`config.mk`:
```
export PLATFORM = sky130hd
export DESIGN_NAME = clk_switch_ctrl
export DESIGN_NICKNAME = d
export VERILOG_FILES = /design/src/rtl/clk_switch_ctrl.sv
export SDC_FILE = /design/constraint.sdc
export NUM_CORES = 1
export LEC_CHECK = 0
export CAP_MARGIN = 25
export CORE_MARGIN = 1
export CORE_UTILIZATION = 30
export DETAILED_ROUTE_END_ITERATION = 8
export DONT_BUFFER_PORTS = 1
export PLACE_DENSITY = 0.47
export SLEW_MARGIN = 40
export SYNTH_ARGS = -nofsm -noshare
export SYNTH_HDL_FRONTEND = slang
export SYNTH_SLANG_ARGS = --single-unit
```
`constraint.sdc`:
```
create_clock -name clk_ctrl -period 2.6 [get_ports clk_ctrl]
set_clock_uncertainty 0.15 [all_clocks]
set_input_delay 0.39 -clock clk_ctrl [delete_from_list [all_inputs] [get_ports clk_ctrl]]
set_output_delay 0.39 -clock clk_ctrl [all_outputs]
set_load 0.05 [all_outputs]
```
`src/rtl/clk_switch_ctrl.sv`:
```
`default_nettype none
// ============================================================================
//  Module      : clk_switch_ctrl
//  Description : Sequencer that applies a requested clk1 source select and
//                clk1/clk3 enables to a clock reset generator. A source change
//                is made glitch-safe by gating clk1 off, letting it settle,
//                switching the select, settling again and then applying the
//                requested enables.
//
//                Optional PLL lock monitor, enabled by defining the macro
//                CLK_SWITCH_CTRL_LOCK_MON_EN. It synchronizes pll_locked,
//                aborts any sequence on lock loss, forces the enables low,
//                raises a sticky lock_err and holds off new commands until
//                lock returns.
//
//  Parameters  : SETTLE_CYC  settle cycles per sequence step (1..255)
//  Ports       : clk_ctrl       in   block clock (rising edge)
//                rst_clk_ctrl   in   asynchronous active-high reset
//                cmd_valid      in   command presented
//                cmd_ready      out  command accepted this cycle if valid
//                cmd_sel        in   requested clk1 source select
//                cmd_en1        in   requested clk1 enable
//                cmd_en3        in   requested clk3 enable
//                pll_locked     in   PLL lock, asynchronous to clk_ctrl
//                clk1_sel       out  CRG clk1 source select
//                clk1_en        out  CRG clk1 enable
//                clk3_en        out  CRG clk3 enable
//                busy           out  sequence in progress
//                done           out  one-cycle pulse when settings applied
//                lock_err       out  sticky lock-loss flag
//
//  Revision    : 1.0  initial release
// ============================================================================
module clk_switch_ctrl #(
    parameter int unsigned SETTLE_CYC = 8
) (
    input  logic clk_ctrl,
    input  logic rst_clk_ctrl,
    input  logic cmd_valid,
    output logic cmd_ready,
    input  logic cmd_sel,
    input  logic cmd_en1,
    input  logic cmd_en3,
    input  logic pll_locked,
    output logic clk1_sel,
    output logic clk1_en,
    output logic clk3_en,
    output logic busy,
    output logic done,
    output logic lock_err
);

    // A value of 0 is not legal: the wait states would count through 255.
    localparam logic [7:0] c_settle = 8'(SETTLE_CYC);

    typedef enum logic [2:0] {
        S_IDLE     = 3'd0,
        S_GATE_OFF = 3'd1,
        S_WAIT_OFF = 3'd2,
        S_SWITCH   = 3'd3,
        S_WAIT_SW  = 3'd4,
        S_APPLY    = 3'd5
    } state_t;

    state_t     r_state;
    state_t     w_state_nx;
    logic [7:0] r_cnt;
    logic [7:0] w_cnt_nx;
    logic [7:0] w_cnt_dec;

    logic r_cmd_sel;
    logic r_cmd_en1;
    logic r_cmd_en3;

    logic r_clk1_sel;
    logic r_clk1_en;
    logic r_clk3_en;
    logic r_busy;
    logic r_done;
    logic r_cmd_ready;

    logic w_clk1_sel_nx;
    logic w_clk1_en_nx;
    logic w_clk3_en_nx;
    logic w_busy_nx;
    logic w_done_nx;
    logic w_cmd_ready_nx;

    logic w_sel_tgt;
    logic w_en1_tgt;
    logic w_en3_tgt;
    logic w_accept;
    logic w_lock_ok;

    // ------------------------------------------------------------------------
    // Lock monitor
    // ------------------------------------------------------------------------
`ifdef CLK_SWITCH_CTRL_LOCK_MON_EN
    logic r_lock_s1;
    logic r_lock_s2;
    logic r_lock_s3;
    logic r_lock_err;
    logic w_lock_fall;
    logic w_lock_err_nx;

    // r_lock_s3 is only a delayed copy of the synchronized lock, used to
    // detect its falling edge so lock_err is not raised while lock is still
    // coming up after reset.
    always_ff @(posedge clk_ctrl or posedge rst_clk_ctrl) begin
        if (rst_clk_ctrl) begin
            r_lock_s1  <= 1'b0;
            r_lock_s2  <= 1'b0;
            r_lock_s3  <= 1'b0;
            r_lock_err <= 1'b0;
        end else begin
            r_lock_s1  <= pll_locked;
            r_lock_s2  <= r_lock_s1;
            r_lock_s3  <= r_lock_s2;
            r_lock_err <= w_lock_err_nx;
        end
    end

    assign w_lock_ok     = r_lock_s2;
    assign w_lock_fall   = r_lock_s3 & ~r_lock_s2;
    // A lock loss in the same cycle as an accept wins: the flag must not be lost.
    assign w_lock_err_nx = w_lock_fall ? 1'b1 : (w_accept ? 1'b0 : r_lock_err);
    assign lock_err      = r_lock_err;
`else
    logic w_unused_lock;

    assign w_unused_lock = pll_locked;
    assign w_lock_ok     = 1'b1;
    assign lock_err      = 1'b0;
`endif

    assign w_accept  = cmd_valid & r_cmd_ready & w_lock_ok;
    assign w_cnt_dec = r_cnt - 8'd1;

    // ------------------------------------------------------------------------
    // Next-state and next-output logic. Every output is a register loaded
    // from the value it must have in the upcoming state, so an output is
    // already correct in the first cycle of that state.
    // ------------------------------------------------------------------------
    always_comb begin
        w_state_nx = r_state;
        w_cnt_nx   = r_cnt;

        // On the accept cycle the latches are not loaded yet, so the target
        // settings come straight from the command inputs.
        w_sel_tgt = w_accept ? cmd_sel : r_cmd_sel;
        w_en1_tgt = w_accept ? cmd_en1 : r_cmd_en1;
        w_en3_tgt = w_accept ? cmd_en3 : r_cmd_en3;

        case (r_state)
            S_IDLE: begin
                if (w_accept) begin
                    if (cmd_sel == r_clk1_sel) begin
                        w_state_nx = S_APPLY;
                    end else if (r_clk1_en) begin
                        w_state_nx = S_GATE_OFF;
                    end else begin
                        w_state_nx = S_SWITCH;
                    end
                end
            end
            S_GATE_OFF: begin
                w_cnt_nx   = c_settle;
                w_state_nx = S_WAIT_OFF;
            end
            S_WAIT_OFF: begin
                // The count reaches 0 on the edge that leaves, giving
                // SETTLE_CYC cycles in this state.
                w_cnt_nx = w_cnt_dec;
                if (w_cnt_dec == 8'd0) begin
                    w_state_nx = S_SWITCH;
                end
            end
            S_SWITCH: begin
                w_cnt_nx   = c_settle;
                w_state_nx = S_WAIT_SW;
            end
            S_WAIT_SW: begin
                w_cnt_nx = w_cnt_dec;
                if (w_cnt_dec == 8'd0) begin
                    w_state_nx = S_APPLY;
                end
            end
            S_APPLY: begin
                w_state_nx = S_IDLE;
            end
            default: begin
                w_state_nx = S_IDLE;
                w_cnt_nx   = 8'd0;
            end
        endcase

        // Lock loss abandons whatever was in progress.
        if (!w_lock_ok) begin
            w_state_nx = S_IDLE;
            w_cnt_nx   = 8'd0;
        end

        // The select only moves when entering SWITCH, where clk1_en is
        // already low, so it can never change under a running clock.
        w_clk1_sel_nx = (w_state_nx == S_SWITCH) ? w_sel_tgt : r_clk1_sel;

        case (w_state_nx)
            S_APPLY: w_clk1_en_nx = w_en1_tgt;
            S_IDLE:  w_clk1_en_nx = r_clk1_en & w_lock_ok;
            default: w_clk1_en_nx = 1'b0;
        endcase

        if (!w_lock_ok) begin
            w_clk3_en_nx = 1'b0;
        end else if (w_state_nx == S_APPLY) begin
            w_clk3_en_nx = w_en3_tgt;
        end else begin
            w_clk3_en_nx = r_clk3_en;
        end

        w_done_nx      = (w_state_nx == S_APPLY);
        w_busy_nx      = (w_state_nx != S_IDLE);
        w_cmd_ready_nx = (w_state_nx == S_IDLE) & w_lock_ok;
    end

    // ------------------------------------------------------------------------
    // State, counter, command latch and output registers
    // ------------------------------------------------------------------------
    always_ff @(posedge clk_ctrl or posedge rst_clk_ctrl) begin
        if (rst_clk_ctrl) begin
            r_state     <= S_IDLE;
            r_cnt       <= 8'd0;
            r_cmd_sel   <= 1'b0;
            r_cmd_en1   <= 1'b0;
            r_cmd_en3   <= 1'b0;
            r_clk1_sel  <= 1'b0;
            r_clk1_en   <= 1'b0;
            r_clk3_en   <= 1'b0;
            r_busy      <= 1'b0;
            r_done      <= 1'b0;
            r_cmd_ready <= 1'b0;
        end else begin
            r_state     <= w_state_nx;
            r_cnt       <= w_cnt_nx;
            r_clk1_sel  <= w_clk1_sel_nx;
            r_clk1_en   <= w_clk1_en_nx;
            r_clk3_en   <= w_clk3_en_nx;
            r_busy      <= w_busy_nx;
            r_done      <= w_done_nx;
            r_cmd_ready <= w_cmd_ready_nx;
            if (w_accept) begin
                r_cmd_sel <= cmd_sel;
                r_cmd_en1 <= cmd_en1;
                r_cmd_en3 <= cmd_en3;
            end
        end
    end

    assign cmd_ready = r_cmd_ready;
    assign clk1_sel  = r_clk1_sel;
    assign clk1_en   = r_clk1_en;
    assign clk3_en   = r_clk3_en;
    assign busy      = r_busy;
    assign done      = r_done;

endmodule
`default_nettype wire
```
* Word-level counts from Yosys, hierarchy flattened
Index checks and enable logic that the tools add are counted.
** Word-level totals
- Register bits after elaboration :: 20
- Input port bits :: 7
- Output and inout bits :: 7
- Word-level logic and storage cells :: 39
** Operators by class
- $add $sub $neg :: 1
- Equal/unequal tests :: 8
- Muxes and demuxes :: 11
- Bitwise gates (word level) :: 1
- Reduce and logical (&&, ||, !) cells :: 7
** Operators with widths (count)
- one-hot mux 8 bit (3 select lines) :: 1
- one-hot mux 3 bit (5 select lines) :: 1
- two-way mux 3 bit :: 4
- equality test 3 x 2 -> 1 bit, second input constant :: 3
- equality test 3 bit, second input constant :: 3
- zero test 8 bit :: 1
- subtractor 8 x 1 -> 8 bit, second input constant :: 1
- zero test 3 bit :: 2
- OR reduction 2 bit :: 3
- equality test 3 x 1 -> 1 bit, second input constant :: 1
- two-way mux 1 bit :: 3
- nonzero test 3 bit :: 1
- two-way mux 2 bit :: 1
- one-hot mux 1 bit (2 select lines) :: 1
- bitwise AND 1 bit :: 1
- equality test 1 bit :: 1

* Depth between registers and ports, before layout
- Word-level depth :: 6
- Gate-level depth with buffers :: 7
- Gate-level depth less buffers :: 7

* Least setup slack after synthesis
Ideal clock, no wire load.
- Path kind :: reg2reg
- Start point :: register r_cnt[0]
- End point :: register r_clk3_en (netlist: clk3_en)
- Arrival :: 1.823 ns
- Required time :: 2.325 ns
- Path slack :: 0.502 ns
- Cell stages (with the launch flop) :: 8
- Buffers on the path :: 0
- Clock period less this slack :: 2.098 ns
- Cells stage by stage :: dfrtp_1 inv_1 ha_1 nor2_1 nand4_2 a2111oi_1 o21ba_2 mux2_4
** Between the ends
- Longest elaborated chain between the ends :: 5
- Elaborated cells between the ends (all ways) :: 6
- Classes of those cells :: 1 x add/sub; 1 x eq/ne; 3 x mux; 1 x reduce/logical
** Ends and longest elaborated chain
- from (decl) :: line 67 : logic [7:0] r_cnt;
- from (signal assigned) :: line 244 : r_cnt <= w_cnt_nx;
- subtractor 8 x 1 -> 8 bit (*) :: line 137 : assign w_cnt_dec = r_cnt - 8'd1;
- zero test 8 bit (*) :: line 174, 184
- two-way mux 3 bit, on equally long branches :: line 184, 174
- one-hot mux 3 bit (5 select lines) (*) :: line 154 : case (r_state)
- equality test 3 bit (*)
- via w_done_nx :: line 86 : logic w_done_nx;
- to (signal assigned) :: line 247 : r_clk3_en <= w_clk3_en_nx;
- to (decl) :: line 77 : logic r_clk3_en;
Mark *: on every way through the listed nets, which the timed path passes. The rest lies on a longest branch.
A chain may end at the register's enable or synchronous reset.

* Worst setup path after layout
Ends and elaborated chain as after synthesis.

==> results.md <==
| Result | Value |
|---|---|
| Routability-driven placement congestion ratio | 0.724 |
| Delay of the slowest cell on the worst path | 0.52 ns |
| Total negative slack for setup checks | 0 ns |
| Required time of the critical path | 2.60 ns |
| Synthesis-stage register bit count | 20 |
| FILL cells | 409 |
| Most common cell in the synthesized netlist | dfrtp_1 |
| Number of antenna violations at the first check in global routing | 0 |
| Async set or reset register ratio after synthesis | 1.00 |
| Crit path capture type | flop |
| Transition time at the pin with the least slew margin | 0.511 ns |
| Global Route Usage Sum | 0.131 |
| Sequential-to-total area share from yosys stat | 0.416 |
| Result of the run | completed |
| Port bufs | 0 |
| Global-route wire length before repair | 4250 um |
| Multi-input gate area | 633 sq um |
| DRC viols | 0 |
| Cells traversed along the worst timing path | inv_1 > ha_1 > nor2_1 > nand4_2 > a2111oi_1 > o21ba_2 > mux2_4 |
| Pwr per Cell Area | 1420 mW/mm^2 |
| Yosys top cell by area | dfrtp_1 |
| Total number of vias | 915 |
| Headroom to the max-slew limit | 0.660 |
| Combinational group share of total power | 0.457 |
| Total CTS buffers | 3 |
| Maximum number of pins on one net before global-route repair | 22 |
| Leading post-synthesis cells by cell area | dfrtp_1, nor2_1, a21oi_1, mux2_2, maj3_1 |
| Clock Tree Root | clkbuf_8 |
| Worst hold path class | primary input to flop |
| Internal power consumption | 1.05 mW |
| Max-slew violation count | 0 |
| Syn-to-layout area delta | 10.7% |
| Syn Inst Count | 128 |
| Antenna diode count | 0 |
| Worst path arrival time | 2.35 ns |
| Period utilisation layout | 0.904 |
| Net switching power of the design | 846 uW |
| Hold Path Stages | 1 |
| Die Area | 0.00427 sq mm |
| Reg2Reg Depth | 7 |
| Clk Latency, worst-skew pair | 0.26 ns |
| Fin crit period | 2.35 ns |
| Clock Sink Count | 20 |
| Number of H-tree levels | 1 |
| Setup repair after global routing missed its margin | false |
| Clock network fraction of design power | 0.166 |
| Total routed wirelength | 2360 um |
| Clk pin slew, worst setup/hold paths | 0.08 ns |
| CP startpoint kind | flop |
| Count of routing violations after the opening detailed-route iteration | 52 |
| Max-cap check violation count | 0 |
| Number of warning messages in the yosys log | 0 |
| # rows | 22 |
| Highest net fanout along the worst path | 9 |
| Post-Syn Area per Cell | 9.39 sq um |
| Count of flip-flops with a built-in enable after synthesis | 0 |
| Vias per cell | 5.20 |
| Vias in the first global route | 900 |
| Clock tree from TritonCTS | built |
| Antenna viol nets, final | 0 |
| Depth of the critical timing path with buffers and inverters included | 7 |
| Hold Violations, Final | 0 |
| Leakage | 0.559 nW |
| Number of endpoints failing setup at the final stage | 0 |
| Detail-routed net length per standard cell | 13.4 um |
| Fraction of layout instances using a drive strength above 1 | 0.148 |
| Detailed Place HPWL | 1630 um |
| Fmax | 425 MHz |
| Number of distinct library cell variants in the gate-level netlist after synthesis | 46 |
| Area taken by flip-flops and latches | 500 sq um |
| Fraction of synthesized cell area taken by the top area cell type | 0.416 |
| Switching part of the total | 0.446 |
| Top cells by count, synth | dfrtp_1, nor2_1, a21oi_1 |
| Post-CTS Repair Setup Buffers | 0 |
| Top delay family on crit path | compound AO/OA/AOI/OAI gates |
| Worst path slowest cell | dfrtp_1 |
| Peak supply drop | 0.520 mV |
| Most used DFF post-synth | dfrtp_1 |
| Post-synth net total | 137 |
| Count of nets after finishing | 138 |
| GR Overflow Total | 0 |
| Die Y-Extent | 65.3 um |
| WHS | 0.139 ns |
| Count of boundary I/O pins | 14 |
| Post-synthesis instance area | 0.00120 sq mm |
| Maximum buffer depth of the clock tree | 2 |
| Critical path class | flop to flop |
| Reg power frac | 0.377 |
| Worst path buffer plus inverter count | 1 |
| Effective utilization at floorplan | 0.321 |
| Post-cts sizing count | 0 |
| Die Width | 65.3 um |
| Iteration count of the initial detailed-routing pass | 4 |
| Core area | 0.00374 sq mm |
==> routing by layer <==
metal	wire, um	global-route usage	vias to the layer above
met5	0	0	-
met4	18	0.0245	0
met3	107	0.0434	2
met2	1110	0.222	15
met1	1120	0.162	444
li1	-	-	454
==> final timing paths <==
kind / from / end / slack (ns)
min: cmd_sel / r_cmd_sel / 0.14
max reg2reg: r_cnt[0] / clk3_en / 0.25
min reg2reg: r_cmd_sel / r_cmd_sel / 0.35
min in group asynchronous: rst_clk_ctrl / clk3_en / 0.44
max: r_cnt[0] / clk3_en / 0.25
max in group asynchronous: rst_clk_ctrl / r_cnt[6] / 1.56
==> layout make-up <==
cell class | count | area share
Clock inverter | 1 | 0.0226
Tap cell | 48 | 0.0451
Sequential cell | 20 | 0.376
Clock buffer | 3 | 0.0310
Inverter | 7 | 0.0197
Timing Repair Buffer | 5 | 0.0301
Multi-Input combinational cell | 92 | 0.476
==> cells by family (layout without fill, tap and decap cells) <==
kind of cell             Yosys count  after routing  share of synthesized area
AND/OR/NAND/NOR                   41             41                      0.197
AO/OA/AOI/OAI                     35             35                      0.195
XOR/XNOR                           5              5                     0.0364
other                              1              1                    0.00312
adder cells (fa/ha/maj)            5              5                     0.0458
buffers and inverters             16             16                     0.0572
flip-flops                        20             20                      0.416
multiplexers                       5              5                     0.0499
==> flip-flops by register name, indices dropped and copies added, names as in the netlist <==
register	flops
r_cmd_en3	1
r_cmd_en1	1
clk1_sel	1
cmd_ready	1
r_cmd_sel	1
clk3_en	1
done	1
r_state	3
busy	1
r_cnt	8
clk1_en	1
==> power groups by stage <==
stage          Clock [mW]  Sequential [mW]  Combinational, mW
4_1_cts             0.325            0.717              0.879
3_3_place_gp            0            0.718              0.848
2_1_floorplan           0            0.703              0.721
5_1_grt             0.332            0.742              0.996
6_report            0.315            0.714              0.868
3_5_place_dp            0            0.724              0.873
==> per-stage QoR <==
step                      area [sq um]  utilization  total power [mW]  setup slack [ns]  std cells
after global routing              1330        0.356              2.07            0.0308        176
after global placement            1250        0.334              1.57             0.251        171
final                             1330        0.356              1.90             0.249        176
after detailed placement          1250        0.334              1.60             0.220        171
after floorplan                   1200            -              1.42             0.502        128
after CTS                         1320        0.353              1.92             0.203        175
==> timing repair <==
| item | CTS | global route |
|---|---|---|
| endpoints found under the hold margin | 0 | 20 |
| endpoints found under the setup margin | 0 | 0 |
| hold buffers | 0 | 1 |
==> placed cells by master, fill, tap and decap left out, types with 4 or more instances in the layout <==
cell type | netlist | routed
nand2_1 | 6 | 6
nor2_1 | 13 | 13
nor3b_1 | 4 | 4
a21oi_1 | 9 | 9
buf_4 | 2 | 4
inv_1 | 7 | 6
dfrtp_1 | 20 | 20
Power figures use the tool's default switching activity.
